`config.mk`:
```
export PLATFORM = sky130hd
export DESIGN_NAME = temp_sensor_poller
export DESIGN_NICKNAME = d
export VERILOG_FILES = /design/src/rtl/iot_sensor_pkg.sv /design/src/rtl/poller_period_timer.sv /design/src/rtl/temp_sensor_poller.sv
export SDC_FILE = /design/constraint.sdc
export NUM_CORES = 1
export LEC_CHECK = 0
export CAP_MARGIN = 25
export CORE_MARGIN = 2
export CORE_UTILIZATION = 53
export DETAILED_ROUTE_END_ITERATION = 8
export PLACE_DENSITY = 0.85
export SYNTH_ARGS = -nofsm -noshare
export SYNTH_HDL_FRONTEND = slang
export SYNTH_SLANG_ARGS = --single-unit
export TNS_END_PERCENT = 1
```
`constraint.sdc`:
```
create_clock -name clk -period 4.55 [get_ports clk]
set_input_delay 0.91 -clock clk [delete_from_list [all_inputs] [get_ports clk]]
set_output_delay 0.91 -clock clk [all_outputs]
set_load 0.01 [all_outputs]
```
`src/rtl/iot_sensor_pkg.sv`:
```
// Shared types for the sensor polling slice.
// Holds the poller FSM state encoding and I2C direction constant.
package iot_sensor_pkg;

  typedef enum logic [2:0] {
    IDLE,
    REQ_MSB,
    WAIT_MSB,
    REQ_LSB,
    WAIT_LSB,
    EMIT,
    NEXT
  } poller_state_e;

  localparam logic I2C_READ = 1'b1;

endpackage

```
`src/rtl/poller_period_timer.sv`:
```
// Loadable down-counter that spaces poll sweeps.
// Ports: clk, rst_n, clr/load (reload PERIOD-1), dec (count down), tc (at zero).
module poller_period_timer #(
  parameter int PERIOD = 50000
) (
  input  logic clk,
  input  logic rst_n,
  input  logic clr,
  input  logic load,
  input  logic dec,
  output logic tc
);

  localparam int W = $clog2(PERIOD);
  localparam logic [W-1:0] RELOAD = W'(PERIOD - 1);

  logic [W-1:0] cnt_q;

  always_ff @(posedge clk or negedge rst_n) begin
    if (!rst_n) begin
      cnt_q <= RELOAD;
    end else if (clr || load) begin
      cnt_q <= RELOAD;
    end else if (dec && !tc) begin
      cnt_q <= cnt_q - 1'b1;
    end
  end

  assign tc = (cnt_q == '0);

endmodule

```
`src/rtl/temp_sensor_poller.sv`:
```
// Round-robin TMP102-class poller over a shared i2c_master, valid/ready sample out.
// Ports: clk, rst_n, enable, i2c_* request/response, sample_* stream, sensor_error,
// alarm_hi/alarm (compare only when TEMP_POLLER_ALARM_EN is defined, else alarm=0).
module temp_sensor_poller
  import iot_sensor_pkg::*;
#(
  parameter int NUM_SENSORS = 4,
  parameter logic [7*NUM_SENSORS-1:0] SENSOR_ADDRS = {7'h4B, 7'h4A, 7'h49, 7'h48},
  parameter int POLL_PERIOD = 50000,
  parameter int MAX_RETRIES = 2,
  localparam int CH_W = (NUM_SENSORS > 1) ? $clog2(NUM_SENSORS) : 1
) (
  input  logic                   clk,
  input  logic                   rst_n,
  input  logic                   enable,
  output logic                   i2c_start,
  output logic [6:0]             i2c_addr,
  output logic                   i2c_rw_n,
  input  logic [7:0]             i2c_rdata,
  input  logic                   i2c_done,
  input  logic                   i2c_ack_error,
  output logic [15:0]            sample_data,
  output logic [CH_W-1:0]        sample_ch,
  output logic                   sample_valid,
  input  logic                   sample_ready,
  output logic [NUM_SENSORS-1:0] sensor_error,
  input  logic [15:0]            alarm_hi,
  output logic [NUM_SENSORS-1:0] alarm
);

  poller_state_e state_q, state_d;

  logic [CH_W-1:0] ch_q;
  logic [2:0]      retry_q;
  logic [7:0]      msb_q;

  logic tmr_tc, tmr_dec, tmr_load;
  logic cap_msb, do_emit, do_fail, do_retry, do_accept, do_next;
  logic can_retry, last_ch;

  assign can_retry = (retry_q < 3'(MAX_RETRIES));
  assign last_ch   = (ch_q == CH_W'(NUM_SENSORS - 1));
  assign i2c_start = (state_q == REQ_MSB) || (state_q == REQ_LSB);
  assign i2c_rw_n  = I2C_READ;

  always_comb begin
    i2c_addr = SENSOR_ADDRS[6:0];
    for (int k = 0; k < NUM_SENSORS; k++) begin
      if (ch_q == CH_W'(k)) i2c_addr = SENSOR_ADDRS[7*k +: 7];
    end
  end

  poller_period_timer #(
    .PERIOD (POLL_PERIOD)
  ) u_timer (
    .clk   (clk),
    .rst_n (rst_n),
    .clr   (!enable),
    .load  (tmr_load),
    .dec   (tmr_dec),
    .tc    (tmr_tc)
  );

  always_ff @(posedge clk or negedge rst_n) begin
    if (!rst_n) state_q <= IDLE;
    else        state_q <= state_d;
  end

  // NACK wins over a same-cycle done; a failed LSB restarts the pair.
  always_comb begin
    state_d   = state_q;
    tmr_dec   = 1'b0;
    tmr_load  = 1'b0;
    cap_msb   = 1'b0;
    do_emit   = 1'b0;
    do_fail   = 1'b0;
    do_retry  = 1'b0;
    do_accept = 1'b0;
    do_next   = 1'b0;
    if (!enable) begin
      state_d = IDLE;
    end else begin
      unique case (state_q)
        IDLE: begin
          tmr_dec = 1'b1;
          if (tmr_tc) state_d = REQ_MSB;
        end
        REQ_MSB: state_d = WAIT_MSB;
        REQ_LSB: state_d = WAIT_LSB;
        WAIT_MSB, WAIT_LSB: begin
          if (i2c_ack_error) begin
            if (can_retry) begin
              do_retry = 1'b1;
              state_d  = REQ_MSB;
            end else begin
              do_fail = 1'b1;
              state_d = NEXT;
            end
          end else if (i2c_done) begin
            if (state_q == WAIT_MSB) begin
              cap_msb = 1'b1;
              state_d = REQ_LSB;
            end else begin
              do_emit = 1'b1;
              state_d = EMIT;
            end
          end
        end
        EMIT: begin
          if (sample_ready) begin
            do_accept = 1'b1;
            state_d   = NEXT;
          end
        end
        NEXT: begin
          do_next = 1'b1;
          if (last_ch) begin
            tmr_load = 1'b1;
            state_d  = IDLE;
          end else begin
            state_d = REQ_MSB;
          end
        end
        default: state_d = IDLE;
      endcase
    end
  end

  always_ff @(posedge clk or negedge rst_n) begin
    if (!rst_n) begin
      ch_q         <= '0;
      retry_q      <= '0;
      msb_q        <= '0;
      sample_data  <= '0;
      sample_ch    <= '0;
      sample_valid <= 1'b0;
      sensor_error <= '0;
    end else if (!enable) begin
      ch_q         <= '0;
      retry_q      <= '0;
      sample_valid <= 1'b0;
    end else begin
      if (cap_msb)  msb_q <= i2c_rdata;
      if (do_retry) retry_q <= retry_q + 1'b1;
      if (do_fail)  sensor_error[ch_q] <= 1'b1;
      if (do_emit) begin
        sample_data        <= {msb_q, i2c_rdata};
        sample_ch          <= ch_q;
        sample_valid       <= 1'b1;
        sensor_error[ch_q] <= 1'b0;
      end
      if (do_accept) sample_valid <= 1'b0;
      if (do_next) begin
        retry_q <= '0;
        ch_q    <= last_ch ? '0 : ch_q + 1'b1;
      end
    end
  end

`ifdef TEMP_POLLER_ALARM_EN
  always_ff @(posedge clk or negedge rst_n) begin
    if (!rst_n) begin
      alarm <= '0;
    end else if (do_emit) begin
      alarm[ch_q] <= $signed({msb_q, i2c_rdata}) > $signed(alarm_hi);
    end
  end
`else
  logic unused_alarm_hi;
  assign unused_alarm_hi = ^alarm_hi;
  assign alarm = '0;
`endif

endmodule

```
# [After elaboration in Yosys (flattened, before gate mapping)]
# Index checks and enable logic that the tools add are counted.
# Widths: inputs -> output; s select.
[totals] reg_bits=55 output_inout_bits=36 inputBits=30
[op_classes] n_eq_ne=15 bitwise=3 order_cmp=3 reduce_logical=13 n_addsub=3 muxes=56
[ops] op="$mux 1" n=34
[ops] op="$mux 16" n=2
[ops] op="$mux 3" n=10
[ops] op="$pmux 3 s6" n=1
[ops] op="$logic_not 16->1" n=1
[ops] op="$sub 16x1->16 const B" n=1
[ops] op="$mux 4" n=3
[ops] op="$mux 2" n=5
[ops] op="$eq 3x3->1 const B" n=3
[ops] op="$eq 3x2->1 const B" n=2
[ops] op="$ne 3x1->1 const B" n=2
[ops] op="$and 4x4->4" n=1
[ops] op="$eq 2x2->1 const B" n=2
[ops] op="$ne 4x4->1 const B" n=1
[ops] op="$not 4->4" n=1
[ops] op="$or 4x4->4" n=1
[ops] op="$reduce_and 2->1" n=2
[ops] op="$add 3x1->3 const B" n=1
[ops] op="$eq 3x1->1 const B" n=1
[ops] op="$logic_not 3->1" n=1
[ops] op="$lt 2x3->1 const B" n=1
[ops] op="$lt 3x2->1 const B" n=1
[ops] op="$ne 3x2->1 const B" n=1
[ops] op="$ne 3x3->1 const B" n=1
[ops] op="other kinds (11)" n=14

# [Logic depth before layout (Yosys ltp)]
# Gate-level depths: netlist of the first run.
[logic_depth] depth_word=9 mapped_depth=6

# [By module]
# A second synthesis of the first run with hierarchy kept.
[hier_totals] cells_unflattened=291 hier_area_um2=2881.5
[modules_own_cells] mod="temp_sensor_poller" area_each_um2=1949.4 cells_each=195 instances=1
[modules_own_cells] mod="poller_period_timer" area_each_um2=932.1 cells_each=96 instances=1

# [Least setup slack after synthesis of the first run]
# OpenSTA, ideal clock, no wires.
[synth_timing] path_kind="input port to flip-flop" start="input port enable" end="register u_timer.cnt_q[5]" arrival_ns=1.932 stages=4 path_slack_ns=2.539 n_path_buf=0 required_ns=4.471 path_cell_list="nor4b_4 nand2_1 or4_1 a21oi_1"
[synth_between] elab_chain_len=3
[synth_lines] element="from (decl)" line_no="temp_sensor_poller.sv:15" text="input logic enable,"
[synth_lines] element="$mux 1 or $logic_not 1->1 (tied branches)"
[synth_lines] element="$logic_or 1x1->1 or $logic_and 1x1->1 (tied branches)" line_no="poller_period_timer.sv:22, poller_period_timer.sv:24"
[synth_lines] element="$mux 16 or $reduce_bool 2->1 (tied branches)"
[synth_lines] element="to (signal assigned)" line_no="poller_period_timer.sv:25" text="cnt_q <= cnt_q - 1'b1;"
[synth_lines] element="to (decl)" line_no="poller_period_timer.sv:17" text="logic [W-1:0] cnt_q;"
# Parallel ways exist; a longest one is shown, timed or not.
# A chain may end at the register's enable or synchronous reset.

# [Worst setup path in the final report of the first run]
[layout_timing] start="input port enable" end="register sample_data[4]"
[layout_between] elab_chain_len=2
[layout_lines] element="$mux 1" line_no="temp_sensor_poller.sv:80" text="if (!enable) begin"
[layout_lines] element="$reduce_and 2->1 (no line) *"
[layout_lines] element="to (signal assigned)" line_no="temp_sensor_poller.sv:147" text="sample_data <= {msb_q, i2c_rdata};"
[layout_lines] element="to (decl)" line_no="temp_sensor_poller.sv:22" text="output logic [15:0] sample_data,"
# Every way passes the cells marked *; elsewhere a longest branch is shown, timed or not.

==> impl_metrics.py, run 1 <==
metrics = {
    "drt": {
        "met3_wirelength_um": 299,
        "wire_per_inst_um": 14.3,
        "wl_met2_mm": 2.34,
        "drt_iter0_drc": 125,
        "detail_route.wirelength.met1_mm": 2.26,
        "vias_per_cell": 5.48,
        "routed_wirelength_mm": 4.96,
        "antenna_violating_nets_post_route": 0,
        "dr.pass1.iters": 4,
        "drcViolationCount": 0,
        "topRoutingLayerUsed": "met4",
        "num_vias": 1896,
    },
    "grt": {
        "grt_start_max_net_pins": 29,
        "grt_first_pass_wirelength_mm": 8.32,
        "grt_use_total_pct": 19.4,
        "grt_overflow_total": 0,
        "antenna_found_initial": 0,
        "grt_pass1_vias": 1804,
    },
    "placed_design": {
        "place.gp.congestion": 0.783,
        "port_buffers": 39,
        "dpl.cell_count": 338,
        "detailedPlacementHpwl_mm": 3.65,
    },
    "clocking": {
        "clk_path_buf_depth": 2,
        "holdBufCountCts": 0,
        "cts.sinks": 55,
        "post-cts-setup-buffers": 0,
        "h-tree-depth": 2,
        "cts_tree": "done",
        "number_of_buffers_inserted_during_clock_tree_synthesis": 5,
        "clkTransAtPathRegs_ps": 100,
        "cts_root_buffer": "clkbuf_8",
        "cts.repair.resized": 0,
        "clkLatencyLatePin_ps": 310,
    },
    "worst_setup_path": {
        "cp_cell_sequence": "clkdlybuf4s50_1 > nand2b_1 > nor2_1 > buf_4 > mux2_2",
        "critical_path.max_fanout": 13,
        "slowest_stage": "clkdlybuf4s50_1",
        "critical-path-max-stage-delay_ps": 740,
        "cp_data_required_time_ps": 4760,
        "setup.worst_path.end_class": "flop",
        "timing.critical_path.arrival_ps": 3150,
        "path_class": "in2reg",
        "critical_path.startpoint_type": "input port",
    },
    "power_and_ir_drop": {
        "net-switching-power_mw": 0.255,
        "power.combinational.fraction_pct": 14.2,
        "cellInternalPower_mw": 0.727,
        "share_seq_of_total_power_pct": 57.8,
        "powerDensity_mw_per_mm2": 308,
        "share_clk_of_total_power_pct": 28.1,
        "peakVddDrop_mv": 0.260,
        "total_leakage_power_nw": 1.41,
        "switching_share_pct": 26.0,
    },
    "yosys": {
        "netlist_top_cells_count": "46 x dfrtp_1, 26 x mux2_2, 16 x a21oi_1, 12 x nand2_1, 11 x nor2_1",
        "asyncSetResetFlopFracSynth_pct": 100,
        "synth_seq_cells": 55,
        "synth_sequential_area_ratio_pct": 51.4,
        "synth.cell_area_mm2": 0.00270,
        "synth_largest_area_cell": "dfrtp_1",
        "postSynthAreaPerCell_um2": 11.3,
        "ys_warns": 0,
        "synth-edff-count": 0,
        "synth.distinct_cells": 49,
        "synth.top_cell.area_share_pct": 42.7,
        "synthCells": 239,
        "post-synth-top-count-cell": "dfrtp_1",
        "synth_ff_type": "dfrtp_1",
        "synth.top_cells.by_area": "dfrtp_1 43%, mux2_2 11%, dfstp_2 8.8%, mux2i_1 3.3%, a21oi_1 3.0%",
    },
    "cells_and_area": {
        "finalNonFillerCells": 346,
        "proportion_of_layout_cells_with_a_drive_suffix_above_1_pct": 19.0,
        "nNetsFinal": 314,
        "antennaDiodeCount": 0,
        "fillers": 379,
        "area_growth_pct": 18.3,
        "multi_input_area_mm2": 0.00120,
        "regArea_mm2": 0.00139,
    },
    "run": {
        "max_cap_viol_count": 0,
    },
    "sta": {
        "worst_slew_pin_slew_ps": 758,
        "worst_clock_skew_ps": 5.00,
        "finalWorstPathRequiredPeriod_ps": 2940,
        "timing.max_slew.rel_slack_pct": 49.3,
        "hold_viol": 0,
        "grt_setup_unrepaired": "no",
        "finalSetupViolations": 0,
        "post-route-period-util_pct": 64.6,
        "finalMaxSlewViolations": 0,
        "fmax_mhz": 340,
        "totalNegativeSetupSlack_ps": 0,
    },
    "floorplanning": {
        "design.portCount": 66,
        "design.core.area_mm2": 0.00482,
        "die_height_um": 75.3,
        "cell_row_count": 25,
        "dieArea_mm2": 0.00568,
        "die-width_um": 75.3,
        "floorplan.initialDensity_pct": 56.0,
    },
    "run_status": {
        "run_status": "finished, final reports clean",
    },
    "hold_path": {
        "hold_path.class": "reg2reg",
    },
}
cells in the final DEF, fill, tap and decap left out, types with 2 or more instances in the layout:
cell              n
buf_4             2
o31ai_1           2
and2_1            3
or2_2             4
nand2_1          12
o21ai_0           5
xnor2_1           3
inv_6             2
nand4_1           4
or4_1             2
or3_1             4
nor3b_1           2
dfstp_2           9
nor2_1           11
conb_1           10
nand3_1           3
dfrtp_1          46
mux2i_1           9
ha_1              6
nor2b_1           5
o211ai_1          2
nand3b_1          2
mux2_2           26
nor4_1            5
nor3_1            8
inv_1             6
o21a_1            3
clkbuf_8          5
clkdlybuf4s50_1  38
a21oi_1          16
and3_1            4
area by class of cell:
class / instances / share of cell area, %
Multi-Input combinational cell: 169 / 37.8
Tap cell: 67 / 2.63
Inverter: 6 / 0.706
Timing Repair Buffer: 41 / 12.5
Clock buffer: 5 / 2.16
Clock inverter: 3 / 0.706
Sequential cell: 55 / 43.5
power by group through the flow:
| stage | Sequential [mW] | Combinational [mW] | Clock [mW] |
|---|---|---|---|
| after floorplan | 0.571 | 0.0879 | 0 |
| after global placement | 0.574 | 0.138 | 0 |
| after detailed placement | 0.577 | 0.141 | 0 |
| after CTS | 0.568 | 0.141 | 0.281 |
| after global routing | 0.574 | 0.155 | 0.302 |
| final | 0.568 | 0.139 | 0.276 |
worst paths after layout:
kind / startpoint / end / slack [ps] / cells past startpoint
min in group asynchronous: rst_n / sample_valid / 600 / 1
worst min register to register: u_timer.cnt_q[13] / u_timer.cnt_q[13] / 510 / 1
max in group asynchronous: rst_n / u_timer.cnt_q[2] / 3140 / 2
worst max register to register: state_q[2] / sample_data[4] / 2190 / 5
worst min-delay path: u_timer.cnt_q[13] / u_timer.cnt_q[13] / 510 / 1
worst max-delay path: enable / sample_data[4] / 1610 / 5
state kept, by name, summed over array words and instances, names as in the netlist:
name           count
u_timer.cnt_q     16
retry_q            3
msb_q              8
state_q            3
sample_valid       1
ch_q               2
sensor_error       4
sample_ch          2
sample_data       16
kinds of logic after synthesis:
logic type,Yosys count,share of synthesized area [%]
AND/OR/NAND/NOR,78,16.8
flip-flops,55,51.4
AO/OA/AOI/OAI,37,8.53
multiplexers,35,14.2
buffers and inverters,23,5.01
adder cells (fa/ha/maj),6,2.78
XOR/XNOR,3,0.974
other,2,0.278
routing by layer:
metal,vias up,GRT usage (%)
li1,915,-
met1,934,25.9
met2,42,30.7
met3,5,6.08
met4,0,5.85
met5,-,0
critical path, delay by kind of cell:
kind | cells | cell delay [ps]
and+or+nand+nor | 2 | 810
muxes | 1 | 350
buffers and inverters | 2 | 1070
stage by stage:
stage / hold slack [ps] / utilization [%] / setup slack (ps) / power (mW) / area [um^2]
6_report: 506 / 66.2 / 1610 / 0.982 / 3190
5_1_grt: 530 / 66.2 / 1410 / 1.03 / 3190
4_1_cts: 507 / 66.2 / 1570 / 0.991 / 3190
3_5_place_dp: 491 / 64.3 / 1240 / 0.718 / 3100
3_3_place_gp: 479 / 64.3 / 1300 / 0.712 / 3100
2_1_floorplan: 464 / - / 2540 / 0.659 / 2730
No activity file was read; power rests on OpenSTA's default activity.
==> inputs of run 2 (changes only) <==
--- a/config.mk
+++ b/config.mk
@@ -7,9 +7,9 @@
 export LEC_CHECK = 0
 export CAP_MARGIN = 25
 export CORE_MARGIN = 2
-export CORE_UTILIZATION = 53
+export CORE_UTILIZATION = 49
 export DETAILED_ROUTE_END_ITERATION = 8
-export PLACE_DENSITY = 0.85
+export PLACE_DENSITY = 0.79
 export SYNTH_ARGS = -nofsm -noshare
 export SYNTH_HDL_FRONTEND = slang
 export SYNTH_SLANG_ARGS = --single-unit
==> constraint.sdc (replaced) <==
create_clock -name clk -period 2.8 [get_ports clk]
set_input_delay 0.56 -clock clk [delete_from_list [all_inputs] [get_ports clk]]
set_output_delay 0.56 -clock clk [all_outputs]
set_load 0.01 [all_outputs]
==> impl_metrics.py, run 2 (synthesis gave the netlist of run 1 again) <==
metrics = {
    "run_status": {
        "run_status": "finished, final reports clean",
    },
    "sta": {
        "totalNegativeSetupSlack_ps": 0,
        "final.hold.worst_slack_ps": 223,
        "layout_setup_ws_ps": 394,
        "grt_setup_unrepaired": "no",
        "hold_viol": 0,
        "timing.max_slew.rel_slack_pct": 57.4,
        "post-route-period-util_pct": 85.9,
        "finalWorstPathRequiredPeriod_ps": 2410,
        "worst_clock_skew_ps": 9.03,
        "finalSetupViolations": 0,
        "fmax_mhz": 416,
        "finalMaxSlewViolations": 0,
        "worst_slew_pin_slew_ps": 633,
    },
    "clocking": {
        "clkTransAtPathRegs_ps": 100,
        "cts_tree": "done",
        "cts.repair.resized": 0,
        "holdBufCountCts": 0,
        "number_of_buffers_inserted_during_clock_tree_synthesis": 5,
        "clk_path_buf_depth": 2,
        "clkLatencyLatePin_ps": 310,
        "h-tree-depth": 2,
        "post-cts-setup-buffers": 0,
        "cts.sinks": 55,
        "cts_root_buffer": "clkbuf_8",
    },
    "worst_setup_path": {
        "path_class": "reg2out",
        "critical_path_buf_inv_count": 1,
        "cp_data_required_time_ps": 2240,
        "cp_cell_sequence": "ha_1 > or2_2 > clkdlybuf4s50_1",
        "path_delay_family": "buffers and inverters",
        "critical_path.startpoint_type": "flop",
        "setup.worst_path.end_class": "primary output",
        "timing.critical_path.arrival_ps": 1850,
        "critical-path-max-stage-delay_ps": 490,
        "critical_path.max_fanout": 6,
        "slowest_stage": "clkdlybuf4s50_1",
    },
    "drt": {
        "drcViolationCount": 0,
        "routed_wirelength_mm": 5.14,
        "num_vias": 1939,
        "vias_per_cell": 5.49,
        "drt_iter0_drc": 53,
        "antenna_violating_nets_post_route": 0,
        "dr.pass1.iters": 4,
        "wire_per_inst_um": 14.5,
    },
    "cells_and_area": {
        "finalNonFillerCells": 353,
        "proportion_of_layout_cells_with_a_drive_suffix_above_1_pct": 19.6,
        "antennaDiodeCount": 0,
        "layout_top_registers": "sample_data: 16 flops, u_timer.cnt_q: 16 flops, msb_q: 8 flops",
        "final_cell_area_mm2": 0.00324,
        "commonest_non_fill_non_tap_cells_in_the_layout": "46 x dfrtp_1, 38 x clkdlybuf4s50_1, 26 x mux2_2",
        "area_growth_pct": 19.9,
        "layout_commonest_cell": "dfrtp_1",
        "nNetsFinal": 316,
    },
    "floorplanning": {
        "die_height_um": 78.2,
        "design.core.area_mm2": 0.00541,
        "floorplan.initialDensity_pct": 49.9,
        "cell_row_count": 27,
        "die-width_um": 78.2,
        "design.portCount": 66,
        "dieArea_mm2": 0.00611,
    },
    "grt": {
        "grt_start_max_net_pins": 26,
        "grt_pass1_vias": 1983,
        "grt_first_pass_wirelength_mm": 8.87,
        "grt_overflow_total": 0,
        "antenna_found_initial": 0,
        "grt_use_total_pct": 18.2,
    },
    "placed_design": {
        "place.gp.congestion": 0.775,
        "detailedPlacementHpwl_mm": 3.77,
        "port_buffers": 39,
        "placement.cell_area_mm2": 0.00312,
        "dpl.cell_count": 345,
        "detailedPlace.worstSlack_ps": 425,
    },
    "power_and_ir_drop": {
        "powerDensity_mw_per_mm2": 521,
        "peakVddDrop_mv": 0.528,
        "total_leakage_power_nw": 1.43,
    },
    "run": {
        "max_cap_viol_count": 0,
    },
    "hold_path": {
        "hold_path.class": "in2async",
    },
}
==> run 2: cell types whose count changed in the layout (fill, tap and decap cells not counted) <==
cell	before	now
buf_4	2	4
bufinv_16	0	1
clkinv_2	1	0
clkinvlp_4	0	1
inv_6	2	1
==> run 2: worst paths after layout <==
kind,start,end,slack (ps),cells after the start
setup / recovery,ch_q[0],i2c_addr[0],390,3
hold / removal,rst_n,u_timer.cnt_q[5],220,1
setup reg to reg,u_timer.cnt_q[0],u_timer.cnt_q[5],860,6
hold reg to reg,sample_ch[0],sample_ch[0],510,1
max in group asynchronous,rst_n,u_timer.cnt_q[13],1910,2
min in group clk,sample_ch[0],sample_ch[0],510,1
==> run 2: per-layer routing <==
metal  vias to the layer above  global-route usage (%)  share of wire, %  wire [um]
li1                        918                       -                 -          -
met1                       965                    22.2                43       2230
met2                        49                    30.9                49       2520
met3                         7                    5.86               6.1        315
met4                         0                    5.79               1.4         70
met5                         -                       0                 0          0
==> run 2: cell type report <==
cell class | count | area [um^2]
sequential | 55 | 1390
clock buffer | 5 | 68.8
tap | 72 | 90.1
timing repair buffer | 43 | 415
inverter | 6 | 22.5
multi-input combinational | 169 | 1200
clock inverter | 3 | 46.3
fill | 465 | 2170
==> run 2: worst reg2reg max path: cells and delay by family (launching register included) <==
kind | cells | cell delay, ps
simple gates | 3 | 910
buf+inv | 1 | 50
fa+ha+maj | 1 | 210
compound gates | 1 | 160
flops | 1 | 560
==> run 2: power by group <==
| part | total (mW) | switching (mW) | internal (mW) |
|---|---|---|---|
| clock | 0.530 | 0.261 | 0.270 |
| combinational | 0.232 | 0.102 | 0.130 |
| sequential | 0.924 | 0.0514 | 0.872 |
| total | 1.69 | 0.414 | 1.27 |
==> run 2: per-stage QoR <==
step           util (%)  total power, mW
2_1_floorplan         -             1.07
3_3_place_gp       57.7             1.16
3_5_place_dp       57.7             1.17
4_1_cts            59.9             1.70
5_1_grt            59.9             1.76
6_report           59.9             1.69
==> inputs of run 3 (changes only) <==
--- a/config.mk
+++ b/config.mk
@@ -6,9 +6,9 @@
 export NUM_CORES = 1
 export LEC_CHECK = 0
 export CAP_MARGIN = 25
-export CORE_MARGIN = 2
 export CORE_UTILIZATION = 49
 export DETAILED_ROUTE_END_ITERATION = 8
+export HOLD_SLACK_MARGIN = 0.02
 export PLACE_DENSITY = 0.79
 export SYNTH_ARGS = -nofsm -noshare
 export SYNTH_HDL_FRONTEND = slang
==> impl_metrics.py, run 3 (synthesis gave the netlist of run 1 again) <==
metrics = {
    "worst_setup_path": {
        "path_class": "reg2out",
        "critical-path-max-stage-delay_ps": 480,
        "setup.worst_path.end_class": "primary output",
        "cp_cell_sequence": "ha_1 > or2_2 > clkdlybuf4s50_1",
        "critical_path.startpoint_type": "flop",
        "cp_data_required_time_ps": 2240,
        "slowest_stage": "clkdlybuf4s50_1",
        "timing.critical_path.arrival_ps": 1830,
        "critical_path.max_fanout": 6,
    },
    "grt": {
        "grt_pass1_vias": 1909,
        "grt_use_total_pct": 18.7,
        "grt_overflow_total": 0,
        "grt_first_pass_wirelength_mm": 8.73,
        "antenna_found_initial": 0,
        "grt_start_max_net_pins": 25,
    },
    "clocking": {
        "clkLatencyLatePin_ps": 320,
        "cts_tree": "done",
        "post-cts-setup-buffers": 0,
        "number_of_buffers_inserted_during_clock_tree_synthesis": 5,
        "holdBufCountCts": 0,
        "h-tree-depth": 2,
        "cts_root_buffer": "clkbuf_8",
        "cts.repair.resized": 0,
        "cts.sinks": 55,
        "clk_path_buf_depth": 2,
        "clkTransAtPathRegs_ps": 110,
    },
    "drt": {
        "wire_per_inst_um": 14.5,
        "antenna_violating_nets_post_route": 0,
        "vias_per_cell": 5.37,
        "num_vias": 1885,
        "routed_wirelength_mm": 5.08,
        "dr.pass1.iters": 4,
        "drt_iter0_drc": 65,
        "drcViolationCount": 0,
    },
    "cells_and_area": {
        "proportion_of_layout_cells_with_a_drive_suffix_above_1_pct": 19.6,
        "final_cell_area_mm2": 0.00321,
        "multi_input_area_mm2": 0.00120,
        "antennaDiodeCount": 0,
        "layout_commonest_cell": "dfrtp_1",
        "commonest_non_fill_non_tap_cells_in_the_layout": "46 x dfrtp_1, 38 x clkdlybuf4s50_1, 26 x mux2_2",
        "regArea_mm2": 0.00139,
        "fillers": 454,
        "nNetsFinal": 316,
        "layout_top_registers": "sample_data: 16 flops, u_timer.cnt_q: 16 flops, msb_q: 8 flops",
        "area_growth_pct": 19.2,
    },
    "floorplanning": {
        "cell_row_count": 26,
        "design.portCount": 66,
        "design.core.area_mm2": 0.00520,
        "dieArea_mm2": 0.00581,
        "floorplan.initialDensity_pct": 51.8,
        "die-width_um": 76.2,
        "die_height_um": 76.2,
    },
    "sta": {
        "grt_setup_unrepaired": "no",
        "fmax_mhz": 418,
        "finalMaxSlewViolations": 0,
        "totalNegativeSetupSlack_ps": 0,
        "worst_slew_pin_slew_ps": 667,
        "finalWorstPathRequiredPeriod_ps": 2390,
        "timing.max_slew.rel_slack_pct": 55.1,
        "post-route-period-util_pct": 85.4,
        "worst_clock_skew_ps": 5.24,
        "hold_viol": 0,
        "finalSetupViolations": 0,
        "layout_setup_ws_ps": 409,
    },
    "placed_design": {
        "place.gp.congestion": 0.770,
        "detailedPlacementHpwl_mm": 3.60,
        "port_buffers": 39,
        "detailedPlace.worstSlack_ps": 445,
        "placement.cell_area_mm2": 0.00312,
    },
    "power_and_ir_drop": {
        "post-layout-total-power_mw": 1.63,
        "powerDensity_mw_per_mm2": 506,
        "peakVddDrop_mv": 0.333,
        "total_leakage_power_nw": 1.42,
    },
    "run": {
        "max_cap_viol_count": 0,
    },
    "hold_path": {
        "hold_path.class": "in2async",
    },
    "run_status": {
        "run_status": "finished, final reports clean",
    },
}
[run 3: cell count changes in the layout (fill, tap and decap cells not counted), sizes merged]
cell    before  now
bufinv       1    0
inv          7    8
[run 3: critical path, delay by kind of cell (launching register included)]
family	cells	cell delay, ps
adders and majority gates	1	280
and+or+nand+nor	1	320
DFF	1	440
buffers and inverters	1	480
[run 3: final timing paths]
path,endpoint,startpoint,slack [ps],depth (start not counted)
setup / recovery,i2c_addr[0],ch_q[1],410,3
hold / removal,u_timer.cnt_q[4],rst_n,210,1
setup reg to reg,u_timer.cnt_q[5],u_timer.cnt_q[0],830,6
hold reg to reg,msb_q[1],msb_q[1],510,1
max in group asynchronous,u_timer.cnt_q[15],rst_n,1920,2
min in group clk,msb_q[1],msb_q[1],510,1
[run 3: power by group]
part | internal (mW) | leakage [nW] | switching [mW] | total (mW)
Sequential | 0.872 | 0.726 | 0.0506 | 0.923
Clock | 0.186 | 0.0467 | 0.286 | 0.472
Combinational | 0.130 | 0.647 | 0.101 | 0.230
Total | 1.19 | 1.42 | 0.438 | 1.63
[run 3: layout make-up]
cell class                 count  share of cell area, %
sequential                    55                   43.2
timing repair buffer          43                   12.9
tap                           70                   2.72
multi-input combinational    169                   37.5
clock buffer                   5                   2.14
clock inverter                 3                  0.856
inverter                       6                  0.701
[run 3: through the flow]
stage	hold slack (ps)	cells	util, %
6_report	210	351	61.8
5_1_grt	254	351	61.8
4_1_cts	230	351	61.8
3_5_place_dp	491	343	59.9
3_3_place_gp	482	343	59.9
2_1_floorplan	264	247	-
[run 3: metal layers]
layer  global-route usage, %  part of all wire [%]  up-vias
met3                    5.63                   5.5        7
met1                    23.9                    47      919
li1                        -                     -      917
met2                    30.6                    47       42
met4                    5.77                   1.1        0
met5                       0                     0        -
